[config.mk]
export PLATFORM = sky130hd
export DESIGN_NAME = seat_occupancy_tracker
export DESIGN_NICKNAME = d
export VERILOG_FILES = /design/src/rtl/seat_pkg.sv /design/src/rtl/seat_channel_counter.sv /design/src/rtl/seat_occupancy_tracker.sv
export SDC_FILE = /design/constraint.sdc
export NUM_CORES = 1
export LEC_CHECK = 0
export ABC_AREA = 1
export CAP_MARGIN = 20
export CORE_MARGIN = 1.5
export CORE_UTILIZATION = 30
export DETAILED_ROUTE_END_ITERATION = 12
export PLACE_DENSITY = 0.51
export SYNTH_ARGS = -nofsm -noshare
export SYNTH_HDL_FRONTEND = slang
export SYNTH_SLANG_ARGS = --single-unit
[constraint.sdc]
create_clock -name Clock -period 3.6 [get_ports Clock]
set_input_delay 0.36 -clock Clock [delete_from_list [all_inputs] [get_ports Clock]]
set_output_delay 0.36 -clock Clock [all_outputs]
set_load 0.01 [all_outputs]
[src/rtl/seat_pkg.sv]
// Shared types and helpers for the seat occupancy tracker.
package seat_pkg;

    localparam int unsigned STATE_W = 2;

    typedef enum logic [STATE_W-1:0] {
        CLOSED = 2'd0,
        OPEN   = 2'd1,
        EVAC   = 2'd2
    } seat_state_e;

    // Minimum index width for n items, never narrower than one bit.
    function automatic int unsigned min_width(input int unsigned n);
        return (n > 1) ? $clog2(n) : 1;
    endfunction

endpackage

[src/rtl/seat_channel_counter.sv]
// Per-channel present counter with full/empty flags.
// Optional saturating total-entry counter when TOTAL_COUNT_EN is defined.
module seat_channel_counter #(
    parameter int unsigned CNT_W    = 4,
    parameter int unsigned CAPACITY = 15
) (
    input  logic             i_clk,
    input  logic             i_clr,
    input  logic             i_inc,
    input  logic             i_dec,
    output logic [CNT_W-1:0] o_count,
    output logic             o_full,
    output logic             o_empty
`ifdef TOTAL_COUNT_EN
    ,
    output logic [CNT_W-1:0] o_total
`endif
);

    logic [CNT_W-1:0] r_count;

    // Guards keep the count inside [0, CAPACITY] even if both strobes misbehave.
    always_ff @(posedge i_clk) begin
        if (i_clr) begin
            r_count <= '0;
        end else if (i_inc && !o_full) begin
            r_count <= r_count + CNT_W'(1);
        end else if (i_dec && !o_empty) begin
            r_count <= r_count - CNT_W'(1);
        end
    end

    assign o_count = r_count;
    assign o_full  = (r_count == CNT_W'(CAPACITY));
    assign o_empty = (r_count == '0);

`ifdef TOTAL_COUNT_EN
    logic [CNT_W-1:0] r_total;

    always_ff @(posedge i_clk) begin
        if (i_clr) begin
            r_total <= '0;
        end else if (i_inc && !o_full && (r_total != '1)) begin
            r_total <= r_total + CNT_W'(1);
        end
    end

    assign o_total = r_total;
`endif

endmodule

[src/rtl/seat_occupancy_tracker.sv]
// Multi-channel seat occupancy tracker with admission window and evacuation mode.
// Define TOTAL_COUNT_EN to add the per-channel total-entries output TC_B.
module seat_occupancy_tracker
    import seat_pkg::*;
#(
    parameter int unsigned NUM_CH   = 4,
    parameter int unsigned CNT_W    = 4,
    parameter int unsigned CAPACITY = 15,
    parameter int unsigned WINDOW   = 15
) (
    input  logic                        Clock,
    input  logic                        Clear,
    input  logic                        START,
    input  logic                        ALARM,
    input  logic                        Enter,
    input  logic                        Exit,
    input  logic [min_width(NUM_CH)-1:0] Ch,
    output logic                        Accept,
    output logic                        Reject,
    output logic [NUM_CH*CNT_W-1:0]     PC_B,
    output logic [NUM_CH-1:0]           VI,
    output logic                        EA_LED,
    output logic [STATE_W-1:0]          State
`ifdef TOTAL_COUNT_EN
    ,
    output logic [NUM_CH*CNT_W-1:0]     TC_B
`endif
);

    localparam int unsigned WIN_W = min_width(WINDOW);
    localparam logic [WIN_W-1:0] WIN_LOAD = WIN_W'(WINDOW - 1);

    seat_state_e      r_state;
    logic [WIN_W-1:0] r_win;
    logic             r_ea_led;
    logic             r_accept;
    logic             r_reject;

    logic [31:0]       w_ch_idx;
    logic              w_ch_valid;
    logic              w_sel_full;
    logic              w_sel_empty;
    logic              w_req;
    logic              w_enter_ok;
    logic              w_exit_ok;
    logic              w_accept;
    logic              w_all_empty;
    logic [NUM_CH-1:0] w_inc;
    logic [NUM_CH-1:0] w_dec;
    logic [NUM_CH-1:0] w_full;
    logic [NUM_CH-1:0] w_empty;

    assign w_ch_idx   = 32'(Ch);
    assign w_ch_valid = (w_ch_idx < NUM_CH);

    always_comb begin
        w_sel_full  = 1'b0;
        w_sel_empty = 1'b1;
        for (int k = 0; k < NUM_CH; k++) begin
            if (w_ch_idx == 32'(k)) begin
                w_sel_full  = w_full[k];
                w_sel_empty = w_empty[k];
            end
        end
    end

    // Requests see the pre-edge state, so the last OPEN cycle still admits.
    assign w_req       = Enter | Exit;
    assign w_enter_ok  = Enter & ~Exit & (r_state == OPEN) & w_ch_valid & ~w_sel_full;
    assign w_exit_ok   = Exit & ~Enter & w_ch_valid & ~w_sel_empty;
    assign w_accept    = w_enter_ok | w_exit_ok;
    assign w_all_empty = &w_empty;

    always_ff @(posedge Clock) begin
        if (Clear) begin
            r_state  <= CLOSED;
            r_win    <= '0;
            r_ea_led <= 1'b0;
        end else if (ALARM) begin
            r_state  <= EVAC;
            r_win    <= '0;
            r_ea_led <= 1'b1;
        end else begin
            case (r_state)
                CLOSED: begin
                    if (START) begin
                        r_state <= OPEN;
                        r_win   <= WIN_LOAD;
                    end
                end
                OPEN: begin
                    if (START) begin
                        r_win <= WIN_LOAD;
                    end else if (r_win == '0) begin
                        r_state <= CLOSED;
                    end else begin
                        r_win <= r_win - WIN_W'(1);
                    end
                end
                EVAC: begin
                    if (w_all_empty) begin
                        r_state  <= CLOSED;
                        r_ea_led <= 1'b0;
                    end
                end
                default: begin
                    r_state  <= CLOSED;
                    r_win    <= '0;
                    r_ea_led <= 1'b0;
                end
            endcase
        end
    end

    always_ff @(posedge Clock) begin
        if (Clear) begin
            r_accept <= 1'b0;
            r_reject <= 1'b0;
        end else begin
            r_accept <= w_accept;
            r_reject <= w_req & ~w_accept;
        end
    end

    for (genvar g = 0; g < NUM_CH; g++) begin : g_ch
        assign w_inc[g] = w_enter_ok & (w_ch_idx == 32'(g));
        assign w_dec[g] = w_exit_ok & (w_ch_idx == 32'(g));

        seat_channel_counter #(
            .CNT_W   (CNT_W),
            .CAPACITY(CAPACITY)
        ) u_cnt (
            .i_clk  (Clock),
            .i_clr  (Clear),
            .i_inc  (w_inc[g]),
            .i_dec  (w_dec[g]),
            .o_count(PC_B[g*CNT_W +: CNT_W]),
            .o_full (w_full[g]),
            .o_empty(w_empty[g])
`ifdef TOTAL_COUNT_EN
            ,
            .o_total(TC_B[g*CNT_W +: CNT_W])
`endif
        );
    end

    assign VI     = w_full;
    assign Accept = r_accept;
    assign Reject = r_reject;
    assign EA_LED = r_ea_led;
    assign State  = r_state;

endmodule

==> impl_metrics.csv, run 1 <==
group,metric,value,unit
pwr,switching_share,28.5,%
finish,antenna_cells,0,
logic_synthesis,yosysWarnings,0,
sta,hold_violations,0,
sta,setup_tns,0,ns
clock_tree,cts.path.max_buffers,2,
routing,vias,1523,
pwr,pwr-share-clk,31.6,%
pwr,power,0.000570,W
routing,routed_wl,3780,um
hold_path,hold_depth,1,
logic_synthesis,synth-edff-count,0,
clock_tree,root_buffer,"clkbuf_8",
critical_path,cp_max_fo,6,
global_route,grt_antenna_before_repair,0,
critical_path,r2r_start,"g_ch[3].u_cnt.o_count[0]",
clock_tree,clkLatencyLatePin,0.28,ns
critical_path,cp.required,3.78,ns
pwr,power_leakage,0.884,nW
pwr,switchingPower,0.000163,W
routing,routedWlPerCell,11.1,um
place,dpl.hpwl,2920,um
run,cap_violations,0,
die,die_w,76.9,um
clock_tree,post_cts_buffers,0,
global_route,grt_max_degree,16,
critical_path,worstReg2RegEnd,"g_ch[1].u_cnt.o_count[3]",
sta,drv_slew,0,
critical_path,worstPathArrival,2.69,ns
sta,timing.fmax,0.398,GHz
hold_path,min_to,"r_win[0]",
routing,drc,0,
global_route,grt.overflow.total,0,
place,gp_congestion,0.780,
pwr,ir_drop,0.188,mV
logic_synthesis,syn_inst,239,
logic_synthesis,syn_area_per_cell,6.86,um^2
hold_path,holdCritPathClass,"reg -> reg",
routing,drtIter0Drc,40,
die,initial_core_util,31.5,%
finish,final_common_cell,"nand2_1",
clock_tree,ctsResizeCount,0,
die,placementRows,26,
pwr,pwr-share-comb,16.4,%
critical_path,start_kind,"input port",
logic_synthesis,ys_types,25,
pwr,power.density,277,mW/mm^2
pwr,seqPwrFrac,52.0,%
critical_path,critPathLaunch,"Ch[1]",
place,pre_cts_ws,0.809,ns
global_route,grt_pass1_wl,6670,um
die,fp.dieH,76.9,um
routing,ant_nets,0,
finish,fin_area,0.00206,mm^2
clock_tree,clkTransAtPathRegs,0.10,ns
finish,post_route_cells_drive_above_1_share,7.41,%
clock_tree,cts_num_sinks,25,
logic_synthesis,syn_area,0.00164,mm^2
finish,most-common-layout-cells,"nand2_1 (45), nor2_1 (39), clkdlybuf4s50_1 (32), inv_1 (30), dfxtp_1 (25)",
global_route,grt_pass1_vias,1443,
die,io_pins,33,
routing,via_per_inst,4.48,
clock_tree,tritoncts,"yes",
clock_tree,numCtsBuffers,3,
critical_path,crit_type,"in -> reg",
place,placed_area,0.00201,mm^2
place,portBuffers,32,
sta,setup_slack,1.09,ns
finish,syn2layout_area_growth,25.6,%
logic_synthesis,ys_seq_elements,25,
logic_synthesis,seq_area_frac_synth,30.5,%
hold_path,hold_path_startpoint,"r_win[0]",
sta,worst_slew_pin_slew,0.455,ns
logic_synthesis,synth_fp_nets,260,
sta,finalCritPeriodShare,69.8,%
pwr,power.internal,0.000407,W
sta,period_needed,2.51,ns
logic_synthesis,synth_top_flop_cell,"dfxtp_1",
critical_path,ff2ff_setup_slack,1.27,ns
die,coreArea,0.00520,mm^2
sta,setup_viol,0,
sta,rsz0062_at_grt,"no",
sta,slew_headroom,69.6,%
critical_path,worstSetupEndpointType,"register",
clock_tree,cts_hold_buf,0,
critical_path,r2r.worst_path.cells,13,
status,outcome,"finished clean",
global_route,gr-usage-all-layers,13.7,%
finish,fin_nets,292,
sta,finClkSkew,0.00751,ns
logic_synthesis,synth-async-reset-ratio,0,%
die,design.die.area,0.00592,mm^2
clock_tree,h-tree-depth,1,
routing,firstDrtPassIters,4,
[cells in the mapped netlist, types with 2 or more instances]
library cell	count	share of area, %
nand4_1	5	1.9
xnor2_1	4	2.1
fa_1	4	4.9
a211oi_1	3	1.4
nand3b_1	2	0.92
a21oi_1	14	4.3
nand2_2	6	2.3
dfxtp_1	25	31
nor2_2	3	1.1
nand3_1	14	4.3
ha_1	9	6.9
nand2_1	45	10
inv_1	30	6.9
buf_4	5	2.3
o31ai_1	4	1.8
nand3_2	2	1.2
o21ai_0	13	4.0
inv_2	4	0.92
nor3_1	3	0.92
nor2_1	39	8.9
[power groups by stage]
stage,sequential (W),clock [W],combinational [W]
after detailed placement,0.000303,0,0.0000936
after CTS,0.000297,0.000186,0.0000942
after global routing,0.000299,0.000198,0.000106
after global placement,0.000303,0,0.0000937
final,0.000297,0.000180,0.0000932
after floorplan,0.000304,0,0.0000537
[layout make-up]
class | count | area [um^2]
Fill cell | 555 | 3150
Clock inverter | 1 | 7.51
Sequential cell | 25 | 500
Clock buffer | 3 | 41.3
Multi-Input combinational cell | 175 | 975
Inverter | 34 | 128
Tap cell | 70 | 87.6
Timing Repair Buffer | 32 | 320
[flip-flops by register name, indices dropped and copies added (netlist names)]
signal,flops
r_win,4
State,2
EA_LED,1
Accept,1
g_ch.u_cnt.o_count,16
Reject,1
[metrics by stage]
stage,hold WS (ns),utilization [%],std cells
finish,0.464,39.6,340
global route,0.510,39.6,340
CTS,0.470,39.6,340
detailed placement,0.452,38.6,336
global placement,0.450,38.6,336
floorplan,0.426,-,239
[critical path, stage by stage]
cell and delay (ns):
clkdlybuf4s50_1 0.57, nor2_2 0.10, nand2_1 0.08, nand2_1 0.07, nor2_2 0.16, nand2_2 0.08, inv_2 0.12, nand2_2 0.11
ha_1 0.33, nand2_1 0.07, nor2_1 0.04, a211oi_1 0.25, nand3_1 0.14, a21oi_1 0.16, nor2_1 0.06
[kinds of logic (layout without fill, tap and decap cells)]
family	Yosys count	count (layout)	share of synthesized area, %
AO/OA/AOI/OAI	37	37	12.7
XOR/XNOR	5	5	2.67
adder cells (fa/ha/maj)	13	13	11.7
buffers and inverters	39	70	10.1
flip-flops	25	25	30.5
AND/OR/NAND/NOR	120	120	32.3
[layer usage]
layer / part of all wire (%) / GRT usage, %
met2: 44 / 22.4
met4: 0.72 / 2.78
met5: 0 / 0
met1: 52 / 18.6
met3: 3.2 / 2.74
[how the worst max path moves through the flow]
stage	endpoint	slack (ns)	cells after the start
after CTS	g_ch[1].u_cnt.o_count[3]	1.10	16
final	g_ch[1].u_cnt.o_count[3]	1.09	15
after global routing	g_ch[1].u_cnt.o_count[3]	0.82	16
after detailed placement	g_ch[1].u_cnt.o_count[3]	0.81	16
after global placement	g_ch[1].u_cnt.o_count[3]	0.83	15
after floorplan	g_ch[1].u_cnt.o_count[3]	1.57	12
(Power assumes the default switching activity.)
==> run 2, diff against run 1 <==
==> constraint.sdc (replaced) <==
create_clock -name Clock -period 2.6 [get_ports Clock]
set_input_delay 0.26 -clock Clock [delete_from_list [all_inputs] [get_ports Clock]]
set_output_delay 0.26 -clock Clock [all_outputs]
set_load 0.01 [all_outputs]
==> impl_metrics.csv, run 2 (synthesized netlist as in run 1, its figures left out) <==
group,metric,value,unit
critical_path,cp_max_fo,5,
sta,hold_violations,0,
clock_tree,h-tree-depth,1,
place,dp.cells,344,
routing,routedWlPerCell,11.0,um
die,die_w,76.9,um
global_route,gr-usage-all-layers,13.7,%
critical_path,crit_type,"in -> reg",
die,coreArea,0.00520,mm^2
sta,finalCritPeriodShare,89.0,%
sta,drv_slew,0,
pwr,ir_drop,0.226,mV
finish,finalNonFillerCells,348,
pwr,pwr-share-comb,17.4,%
finish,fin_nets,300,
die,design.die.area,0.00592,mm^2
pwr,switchingPower,0.000219,W
critical_path,r2r_start,"State[1]",
sta,timing.fmax,0.432,GHz
clock_tree,ctsResizeCount,0,
sta,period_needed,2.31,ns
sta,setup_tns,0,ns
finish,multi_input_area,975,um^2
die,fp.dieH,76.9,um
hold_path,hold_depth,1,
die,initial_core_util,31.5,%
global_route,grt.overflow.total,0,
sta,finClkSkew,0.00293,ns
clock_tree,root_buffer,"clkbuf_8",
routing,ant_nets,0,
sta,whs,0.458,ns
critical_path,r2r.worst_path.cells,13,
routing,via_per_inst,4.54,
place,portBuffers,32,
place,gp_congestion,0.801,
finish,largest_register_ffs,16,
critical_path,cp.required,2.77,ns
routing,drtIter0Drc,87,
clock_tree,cts.path.max_buffers,2,
critical_path,ff2ff_setup_slack,0.37,ns
pwr,seqPwrFrac,51.8,%
sta,setup_viol,0,
routing,firstDrtPassIters,4,
finish,final_common_cell,"nand2_1",
finish,most-common-layout-cells,"nand2_1 (45), nor2_1 (39), clkdlybuf4s50_1 (32), inv_1 (30), dfxtp_1 (25)",
global_route,grt_pass1_wl,6530,um
critical_path,start_kind,"input port",
run,cap_violations,0,
sta,worst_slew_pin_slew,0.498,ns
pwr,power.internal,0.000568,W
finish,syn2layout_area_growth,29.2,%
hold_path,hold_path_startpoint,"r_win[0]",
sta,slew_headroom,66.8,%
global_route,grt_antenna_before_repair,0,
hold_path,holdCritPathClass,"reg -> reg",
hold_path,min_to,"r_win[0]",
pwr,pwr-share-clk,30.7,%
routing,drc,0,
finish,fillers,571,
status,outcome,"finished clean",
critical_path,worstSetupEndpointType,"register",
clock_tree,numCtsBuffers,3,
clock_tree,post_cts_buffers,0,
die,io_pins,33,
die,placementRows,26,
critical_path,worstReg2RegEnd,"g_ch[1].u_cnt.o_count[3]",
clock_tree,cts_num_sinks,25,
pwr,power.density,371,mW/mm^2
clock_tree,cts_hold_buf,0,
clock_tree,tritoncts,"yes",
finish,ff_latch_area,500,um^2
pwr,switching_share,27.9,%
pwr,power_leakage,0.924,nW
place,dpl.hpwl,2980,um
finish,post_route_cells_drive_above_1_share,10.1,%
critical_path,critPathLaunch,"Ch[1]",
routing,vias,1580,
clock_tree,clkTransAtPathRegs,0.10,ns
clock_tree,clkLatencyLatePin,0.27,ns
routing,routed_wl,3820,um
global_route,grt_max_degree,16,
sta,rsz0062_at_grt,"no",
global_route,grt_pass1_vias,1423,
finish,antenna_cells,0,
critical_path,worstPathArrival,2.49,ns
## run 2: changes by cell type in the layout (fill, tap and decap cells not counted)
cell and change:
buf_4 +8
## run 2: area by class of cell
type | count | area share, %
Clock buffer | 3 | 1.95
Sequential cell | 25 | 23.6
Clock inverter | 1 | 0.354
Multi-Input combinational cell | 175 | 46.0
Timing Repair Buffer | 40 | 17.9
Inverter | 34 | 6.02
Tap cell | 70 | 4.13
## run 2: worst max-delay path by stage
stage	to	slack, ns
floorplan	g_ch[1].u_cnt.o_count[3]	0.57
global placement	g_ch[1].u_cnt.o_count[3]	0.04
detailed placement	g_ch[1].u_cnt.o_count[3]	-0.02
CTS	g_ch[1].u_cnt.o_count[3]	0.27
global route	g_ch[1].u_cnt.o_count[3]	0.1
finish	g_ch[1].u_cnt.o_count[3]	0.29
## run 2: per-stage QoR
stage,utilization [%],setup slack (ns),cell area [um^2],power [W]
2_1_floorplan,-,0.569,1640,0.000496
5_1_grt,40.7,0.0979,2120,0.000839
3_5_place_dp,39.8,-0.0212,2070,0.000555
3_3_place_gp,39.8,0.0408,2070,0.000555
6_report,40.7,0.285,2120,0.000787
4_1_cts,40.7,0.275,2120,0.000807
## run 2: critical path, cell delays in order
cell and delay, ns:
clkdlybuf4s50_1 0.50, nand2_1 0.16, inv_2 0.07, a21oi_2 0.21, nand2_2 0.09, inv_2 0.11
nand2_2 0.10, ha_1 0.33, nand2_1 0.07, nor2_1 0.04, a211oi_1 0.20, nand3_1 0.14
a21oi_1 0.16, nor2_1 0.05
## run 2: layer usage
metal,wire length (um),part of all wire (%),GRT usage [%],up-vias
met5,0,0,0,-
met4,48,1.3,3.89,0
met3,138,3.6,3.21,4
met2,1700,45,21.5,29
met1,1930,51,18.6,695
li1,-,-,-,852
## run 2: power groups by stage
stage	logic (W)	clock network, W	registers, W
6_report	0.000137	0.000242	0.000408
5_1_grt	0.000157	0.000272	0.000411
4_1_cts	0.000139	0.000261	0.000408
3_5_place_dp	0.000138	0	0.000417
3_3_place_gp	0.000138	0	0.000417
2_1_floorplan	0.0000743	0	0.000421
